===== src/rtl/mmio_game_io.sv =====
// mmio_game_io: memory-mapped game peripheral. It debounces the buttons into a
// press-event FIFO, drives LEDs that are steady or timed, and exposes a
// free-running 32-bit LFSR. Four word addresses are decoded from the data-memory bus.
module mmio_game_io #(
  parameter int          N_CH       = 4,
  parameter int          DB_CYCLES  = 16,
  parameter int          FIFO_DEPTH = 8,
  parameter logic [11:0] RAND_ADDR  = 12'd5,
  parameter logic [11:0] LED_ADDR   = 12'd6,
  parameter logic [11:0] BTN_ADDR   = 12'd7,
  parameter logic [11:0] STAT_ADDR  = 12'd8
) (
  input  logic            clock,
  input  logic            reset,
  input  logic [N_CH-1:0] buttons,
  output logic [N_CH-1:0] leds,
  input  logic [11:0]     addr,
  input  logic            wren,
  input  logic            rden,
  input  logic [31:0]     data_in,
  output logic [31:0]     data_out,
  output logic            hit
);

  localparam int CNT_W = $clog2(DB_CYCLES + 1);
  localparam int PTR_W = $clog2(FIFO_DEPTH);
  localparam int FCNT_W = PTR_W + 1;
  localparam logic [CNT_W-1:0] DB_LAST = CNT_W'(DB_CYCLES - 1);
  localparam logic [FCNT_W-1:0] FIFO_FULL_CNT = FCNT_W'(FIFO_DEPTH);

  logic [N_CH-1:0]   sync_p0, sync_p1, stable, pending, rise, svc_onehot;
  logic [CNT_W-1:0]  db_cnt [N_CH];
  logic [7:0]        fifo_mem [FIFO_DEPTH];
  logic [PTR_W-1:0]  rd_ptr, wr_ptr;
  logic [FCNT_W-1:0] fifo_cnt;
  logic              overflow;
  logic [15:0]       led_timer [N_CH];
  logic [31:0]       lfsr;
  logic              svc_vld;
  logic [7:0]        svc_ch;
  logic              fifo_full, fifo_empty, push, pop, ovf_evt, led_wr, stat_clr;
  logic [31:0]       btn_word, stat_word;
  logic              unused_bits;

  assign fifo_full   = (fifo_cnt == FIFO_FULL_CNT);
  assign fifo_empty  = (fifo_cnt == '0);
  assign pop         = rden && (addr == BTN_ADDR) && !fifo_empty;
  assign push        = svc_vld && !fifo_full;
  assign ovf_evt     = svc_vld && fifo_full;
  assign led_wr      = wren && (addr == LED_ADDR);
  assign stat_clr    = wren && (addr == STAT_ADDR) && data_in[0];
  assign unused_bits = ^data_in[15:9];

  // Two-flop synchronizer on the raw button inputs
  always_ff @(posedge clock) begin
    if (reset) begin
      sync_p0 <= '0;
      sync_p1 <= '0;
    end else begin
      sync_p0 <= buttons;
      sync_p1 <= sync_p0;
    end
  end

  // Debounce: accept a new level after DB_CYCLES consecutive differing samples
  always_ff @(posedge clock) begin
    if (reset) begin
      stable <= '0;
      for (int i = 0; i < N_CH; i++) db_cnt[i] <= '0;
    end else begin
      for (int i = 0; i < N_CH; i++) begin
        if (sync_p1[i] == stable[i]) begin
          db_cnt[i] <= '0;
        end else if (db_cnt[i] == DB_LAST) begin
          stable[i] <= sync_p1[i];
          db_cnt[i] <= '0;
        end else begin
          db_cnt[i] <= db_cnt[i] + 1'b1;
        end
      end
    end
  end

  // Press detect: the stable level is about to go 0->1 this cycle
  always_comb begin
    rise = '0;
    for (int i = 0; i < N_CH; i++)
      rise[i] = sync_p1[i] && !stable[i] && (db_cnt[i] == DB_LAST);
  end

  // Lowest-index pending channel is serviced each cycle
  always_comb begin
    svc_vld    = 1'b0;
    svc_ch     = '0;
    svc_onehot = '0;
    for (int i = 0; i < N_CH; i++) begin
      if (pending[i] && !svc_vld) begin
        svc_vld       = 1'b1;
        svc_ch        = 8'(i);
        svc_onehot[i] = 1'b1;
      end
    end
  end

  // Pending bits: set on press, cleared when serviced (pushed or dropped)
  always_ff @(posedge clock) begin
    if (reset) pending <= '0;
    else       pending <= (pending & ~svc_onehot) | rise;
  end

  // Event FIFO storage (data only, no reset needed)
  always_ff @(posedge clock) begin
    if (push) fifo_mem[wr_ptr] <= svc_ch;
  end

  // Event FIFO pointers and occupancy; simultaneous push and pop keep the count
  always_ff @(posedge clock) begin
    if (reset) begin
      rd_ptr   <= '0;
      wr_ptr   <= '0;
      fifo_cnt <= '0;
    end else begin
      if (push) wr_ptr <= wr_ptr + 1'b1;
      if (pop)  rd_ptr <= rd_ptr + 1'b1;
      case ({push, pop})
        2'b10:   fifo_cnt <= fifo_cnt + 1'b1;
        2'b01:   fifo_cnt <= fifo_cnt - 1'b1;
        default: fifo_cnt <= fifo_cnt;
      endcase
    end
  end

  // Sticky overflow; a drop in the same cycle as a clear keeps it set
  always_ff @(posedge clock) begin
    if (reset)         overflow <= 1'b0;
    else if (ovf_evt)  overflow <= 1'b1;
    else if (stat_clr) overflow <= 1'b0;
  end

  // LED control: writes override, nonzero timer lights the LED for exactly that many cycles
  always_ff @(posedge clock) begin
    for (int i = 0; i < N_CH; i++) begin
      if (reset) begin
        leds[i]      <= 1'b0;
        led_timer[i] <= '0;
      end else if (led_wr && (data_in[7:0] == 8'(i))) begin
        leds[i]      <= data_in[8];
        led_timer[i] <= data_in[8] ? data_in[31:16] : 16'd0;
      end else if (led_timer[i] == 16'd1) begin
        leds[i]      <= 1'b0;
        led_timer[i] <= '0;
      end else if (led_timer[i] != 16'd0) begin
        led_timer[i] <= led_timer[i] - 16'd1;
      end
    end
  end

  // Free-running LFSR, taps 32,22,2,1, shifting left
  always_ff @(posedge clock) begin
    if (reset) lfsr <= 32'hACE1_0001;
    else       lfsr <= {lfsr[30:0], lfsr[31] ^ lfsr[21] ^ lfsr[1] ^ lfsr[0]};
  end

  // Read words for the event and status registers
  always_comb begin
    btn_word  = fifo_empty ? 32'd0 : {1'b1, 23'd0, fifo_mem[rd_ptr]};
    stat_word = '0;
    stat_word[0]           = overflow;
    stat_word[15:8]        = 8'(fifo_cnt);
    stat_word[16 +: N_CH]  = stable;
  end

  // Address decode and read mux
  always_comb begin
    data_out = '0;
    hit      = 1'b1;
    if (addr == RAND_ADDR)      data_out = lfsr;
    else if (addr == LED_ADDR)  data_out = 32'(leds);
    else if (addr == BTN_ADDR)  data_out = btn_word;
    else if (addr == STAT_ADDR) data_out = stat_word;
    else                        hit      = 1'b0;
  end

endmodule


===== config.mk =====
export PLATFORM = sky130hd
export DESIGN_NAME = mmio_game_io
export DESIGN_NICKNAME = d
export VERILOG_FILES = /design/src/rtl/mmio_game_io.sv
export SDC_FILE = /design/constraint.sdc
export NUM_CORES = 1
export LEC_CHECK = 0
export BUFFER_PORTS_ARGS = -buffer_cell sky130_fd_sc_hd__buf_2
export CAP_MARGIN = 10
export CELL_PAD_IN_SITES_DETAIL_PLACEMENT = 0
export CELL_PAD_IN_SITES_GLOBAL_PLACEMENT = 2
export CORE_MARGIN = 3
export CORE_UTILIZATION = 39
export CTS_CLUSTER_SIZE = 40
export DETAILED_ROUTE_END_ITERATION = 8
export PLACE_DENSITY_LB_ADDON = 0.1
export SYNTH_ARGS = -nofsm -noshare
export SYNTH_HDL_FRONTEND = slang
export SYNTH_SLANG_ARGS = --single-unit

===== constraint.sdc =====
create_clock -name clock -period 4.1 [get_ports clock]
set_input_delay 0.615 -clock clock [delete_from_list [all_inputs] [get_ports clock]]
set_output_delay 0.615 -clock clock [all_outputs]
set_load 0.02 [all_outputs]

# Word level (Yosys, flattened, before mapping)
# Memory sizes are Yosys's and may differ from the RTL's. A register that Yosys moved wholly into a read port is not among the register bits.
# Index checks and enable logic that the tools add are counted.
dict set report totals {
  regBits 63
  latch_bits 0
  ramBits 148
  rom_bits 0
  inputBits 52
  out_inout_bits 37
  word_cells 287
  n_memories 3
}
dict set report op_classes {
  n_addsub 12
  multipliers 0
  div_mod_pow 0
  magnitude_cmp 0
  n_eq_ne 22
  shifts 0
  n_mux 153
  bitwise 34
  reduce_logical 47
}
# name depth word_bits rd rd_clocked_by_memory_dff write_ports line
set memory_table {}
lappend memory_table {fifo_mem 8 8 1 1 1 33} ;# logic [7:0] fifo_mem [FIFO_DEPTH];
lappend memory_table {led_timer 4 16 4 0 4 37} ;# logic [15:0] led_timer [N_CH];
lappend memory_table {db_cnt 4 5 4 0 4 32} ;# logic [CNT_W-1:0] db_cnt [N_CH];
# operator count
set op_table {}
lappend op_table {{$mux W16} 13}
lappend op_table {{$mux W32} 4}
lappend op_table {{$mux W1} 118}
lappend op_table {{$eq A16 B1 Y1 const B} 4}
lappend op_table {{$reduce_bool A16 Y1} 4}
lappend op_table {{$sub A16 B1 Y16 const B} 4}
lappend op_table {{$mux W5} 12}
lappend op_table {{$eq A12 B3 Y1 const B} 3}
lappend op_table {{$or A1 B1 Y1} 24}
lappend op_table {{$logic_and A1 B1 Y1} 22}
lappend op_table {{$add A5 B1 Y5 const B} 4}
lappend op_table {{$eq A5 B4 Y1 const B} 4}
lappend op_table {{$mux W20} 1}
lappend op_table {{$eq A8 B2 Y1 const B} 2}
lappend op_table {{$mux W8} 2}
lappend op_table {{$eq A12 B4 Y1 const B} 1}
lappend op_table {{$reduce_bool A2 Y1} 6}
lappend op_table {{$logic_not A1 Y1} 9}
lappend op_table {{$eq A8 B1 Y1 const B} 1}
lappend op_table {{$logic_not A8 Y1} 1}
lappend op_table {{$pmux W4 S2} 1}
lappend op_table {{$reduce_and A2 Y1} 4}
lappend op_table {{$add A3 B1 Y3 const B} 2}
lappend op_table {{$mux W3} 2}
lappend op_table {{other kinds (12)} 20}

# Logic depth before layout (Yosys ltp)
dict set report depth {
  word_depth 13
  mapped_depth 12
  ltp_nobuf 11
}

# Worst setup path after synthesis
# Ideal clock, no wire load.
dict set report synth_path {
  path_type {input -> register}
  from {in addr[9]}
  to {mem led_timer[1][0], enable pin}
  setup_ns 0.396
  t_arrival_ns 3.093
  required_time_ns 3.704
  path_slack_ns 0.611
  cell_stages 7
  path_buffers 2
  path_cell_list {or4_1 -> buf_2 -> or4_4 -> buf_6 -> nor2_2 -> nand2_1 -> o2111ai_1}
}
# element line
set synth_lines {}
lappend synth_lines {{start, declared} 17} ;# input logic [11:0] addr,
lappend synth_lines {{end, declared} 37}

# Worst setup path after layout
dict set report layout_path {
  from {in addr[9]}
  to {out data_out[1]}
}
dict set report layout_between {
  elab_chain_len 4
  elab_cells_between_ends 6
  cone_classes {eq/ne: 3; mux: 3}
}
# element line
set layout_rtl {}
lappend layout_rtl {{$eq A12 B3 Y1} 179} ;# else if (addr == BTN_ADDR) data_out = btn_word;
lappend layout_rtl {{$mux W32} 179}
lappend layout_rtl {{$mux W32} 178} ;# else if (addr == LED_ADDR) data_out = 32'(leds);
lappend layout_rtl {{$mux W32 *} 177} ;# if (addr == RAND_ADDR) data_out = lfsr;
lappend layout_rtl {{end, declared} 21} ;# output logic [31:0] data_out,
# Mark *: on every way between the ends. The rest lies on a longest branch, timed or not.

==> summary.md <==
| Metric | Value |
|---|---|
| Outcome | `finished, final reports clean` |
| R2r setup slk | `1340 ps` |
| Layout fillers | `2,028` |
| I/O pin cnt | `89` |
| Area of the multi-input gates | `4010 um2` |
| Final hold viol count | `0` |
| Clock transition at the registers of the reported paths | `70 ps` |
| Register area | `4320 um2` |
| Met2 wire len | `9.53 mm` |
| Sw frac | `33.5%` |
| Synth top area share | `34.9%` |
| Post-CTS Repair Setup Buffers | `0` |
| Metal-1 WL | `9.89 mm` |
| Slew HR | `32.8%` |
| Combinational power share | `27.8%` |
| Peak supply drop | `0.299 mV` |
| Worst Path Buf+Inv | `3` |
| Cell Chain, Critical Path | `buf_2 > or4_1 > nor3_1 > nor4bb_4 > buf_4 > mux2_2 > buf_2` |
| Yosys top cell by area | `edfxtp_1` |
| Hold_ws | `398 ps` |
| Via/cell ratio | `5.25` |
| GP Congestion | `0.777` |
| Diode count | `0` |
| Initial antenna violation count | `1` |
| Seq/Total Area, Yosys | `50.3%` |
| Main synth FF type | `edfxtp_1` |
| Row count | `53` |
| All-Layer GR Usage | `17.3%` |
| Global-route wire length before repair | `33.2 mm` |
| DRT Wirelength | `20.4 mm` |
| Most used cell, CP | `buf_2` |
| PostCTS Resize Cnt | `0` |
| Fmax | `277 MHz` |
| IO Port Bufs | `81` |
| DR pass1 iterations | `5` |
| Vias | `6,340` |
| Post-route minimum period | `3620 ps` |
| Hold EP | `sync_p0[3]` |
| Worst-Skew Late Latency | `430 ps` |
| Post-synthesis cell count | `823` |
| Total power draw | `0.00532 W` |
| Cts bufs inserted | `17` |
| Data required, critical path | `3480 ps` |
| Syn Std Cell Area | `8600 um2` |
| CP peak stage delay | `660 ps` |
| Final slew viol count | `0` |
| Setup violators final | `0` |
| Critical path class | `primary input to output port` |
| Largest net degree at the start of global routing | `50` |
| Post-route insts no fill | `1,207` |
| Crit end category | `output port` |
| Warnings, synthesis | `0` |
| H-tree depth | `4` |
| RR Startpoint | `pending[0]` |
| Die X | `154 um` |
| Final period util | `88.2%` |
| # DRC | `0` |
| Slowest CP cell | `or4_1` |
| Final antenna-violating net count | `0` |
| Power Dens Cells | `537 nW/um2` |
| Die Ht | `154 um` |
| Pleak | `4.00 nW` |
| Clock Skew | `15.5 ps` |
| Max-cap viol count | `0` |
| Reg2reg end | `fifo_cnt[2]` |
| Setup ws final | `484 ps` |
| Worst Hold Depth | `2` |
| P_sw | `0.00178 W` |
| Worst path top cell family by delay | `simple AND/OR/NAND/NOR gates` |
| CTS tree | `yes` |
| Hold Crit Class | `primary input to flop` |
| Dpl ws | `474 ps` |
| Uppermost layer routed | `met5` |
| Die area | `23,900 um2` |
| Fraction of layout cells with a size suffix above 1 | `17.9%` |
| Synthesized flop and latch total | `166` |
| Worst Max-Slew Pin Slew | `1000 ps` |
| Vias in the first global route | `6,283` |
| Core ar. | `21,400 um2` |
| Asr flop ratio synth | `0%` |
| Top cells by area, synth | `edfxtp_1, dfxtp_1, ha_1, xnor2_1, xor2_1` |
| Worst Min Path Start | `buttons[3]` |
| Seq pwr share | `43.1%` |
| Critical Path AT | `3000 ps` |
| DPL Wire Length | `14.8 mm` |
| Hold-fix buffers, CTS | `0` |
| Placed Cells | `1,174` |
| EDFF count, synth | `100` |
| Max clock buf depth | `2` |
| Nets | `1,000` |
| Clock share of power | `29.2%` |
| CP startpoint kind | `primary input` |
| Starting Density | `40.3%` |
| Initial DRC Count | `436` |
| P&R area growth vs syn | `15.2%` |
| Clk root buf | `clkbuf_16` |
| Routed length per placed instance | `16.9 um` |
| Grt ovf | `0` |
| Syn avg cell area | `10.4 um2` |
| Metal3 WL | `839 um` |
| Clock sinks | `166` |
| Worst r2r path cells | `10` |
| Internal | `0.00354 W` |
| CP Max Fanout | `32` |
| RSZ-0062 raised after global routing | `false` |
| Synth cell types | `69` |
| Final setup TNS | `0 ps` |
placed cells by master, fill, tap and decap left out, drive strengths merged, types with 12 or more instances in the layout:
master and instances:
a22o 12, xor2 31, and2 26, conb 20
edfxtp 100, nand3 33, xnor2 38, nor2 67
or3 12, ha 29, o21ai 15, nand2 49
inv 52, buf 94, o211ai 17, nor2b 31
nor3 28, a21oi 28, o22ai 40, nor4 17
clkbuf 17, dfxtp 66, or4 12
routing by layer:
| metal | vias to the layer above | GRT usage (%) |
|---|---|---|
| li1 | 3161 | - |
| met1 | 3047 | 24.5 |
| met2 | 115 | 27.8 |
| met3 | 15 | 3.67 |
| met4 | 2 | 3.32 |
| met5 | - | 0 |
logic make-up (layout without fill, tap and decap cells):
kind of cell	after synthesis	in the layout	share of synthesized area (%)
flip-flops	166	166	50.3
XOR/XNOR	69	69	7.03
buffers and inverters	79	169	4.03
AO/OA/AOI/OAI	143	143	11.8
AND/OR/NAND/NOR	326	326	20.8
adder cells (fa/ha/maj)	29	29	4.22
other	1	20	0.0436
multiplexers	10	10	1.79
worst max path at each step:
| stage | startpoint | cells after the start | slack (ps) | end |
|---|---|---|---|---|
| floorplan | addr[9] | 7 | 610 | led_timer[1][0] |
| global placement | addr[9] | 7 | 480 | data_out[1] |
| detailed placement | addr[9] | 7 | 470 | data_out[1] |
| CTS | addr[9] | 7 | 460 | data_out[1] |
| global route | addr[9] | 7 | 360 | data_out[1] |
| finish | addr[9] | 7 | 480 | data_out[1] |
area by class of cell:
type / count / share of cell area [%]
clock buffers: 17 / 4.29
clock inverters: 15 / 1.38
inverters: 43 / 1.63
multi-input cells: 597 / 40.5
flip-flops and latches: 166 / 43.7
well taps: 275 / 3.47
repair buffers: 94 / 5.08
power by group through the flow:
stage | registers (W) | clock network [W] | logic [W]
floorplan | 0.00227 | 0 | 0.00118
global placement | 0.00231 | 0 | 0.00144
detailed placement | 0.00233 | 0 | 0.00147
CTS | 0.00229 | 0.00159 | 0.00149
global route | 0.00233 | 0.00166 | 0.00166
finish | 0.00229 | 0.00155 | 0.00148
stage by stage:
step	utilization [%]	area, um2
CTS	46.4	9900
global placement	43.7	9340
global route	46.4	9910
finish	46.4	9910
detailed placement	43.7	9340
floorplan	-	8670
state kept, by name (all words and copies together) (netlist names), named ones only:
signal,flops
leds,4
fifo_mem,16
pending,4
led_timer,64
wr_ptr,3
lfsr,32
stable,4
sync_p1,4
fifo_cnt,4
db_cnt,20
rd_ptr,3
overflow,1
sync_p0,4
synthesized netlist by cell type, types with 17 or more instances:
cell type,instances
inv_1,43
a21oi_1,28
and2_1,26
xor2_1,31
o22ai_1,32
nand2_1,48
ha_1,29
edfxtp_1,100
nor2b_1,31
nand3_1,33
xnor2_1,38
nor3_1,28
o211ai_1,17
nor2_1,66
clkbuf_1,24
dfxtp_1,66
worst register-to-register path: cells and delay by family, from the launching register on:
family / cells / cell delay [ps]
xor+xnor: 2 / 260
flops: 1 / 410
buf+inv: 1 / 200
simple gates: 2 / 510
compound gates: 3 / 790
fa+ha+maj: 2 / 520
Note: power is estimated with default switching activity, not from simulation.
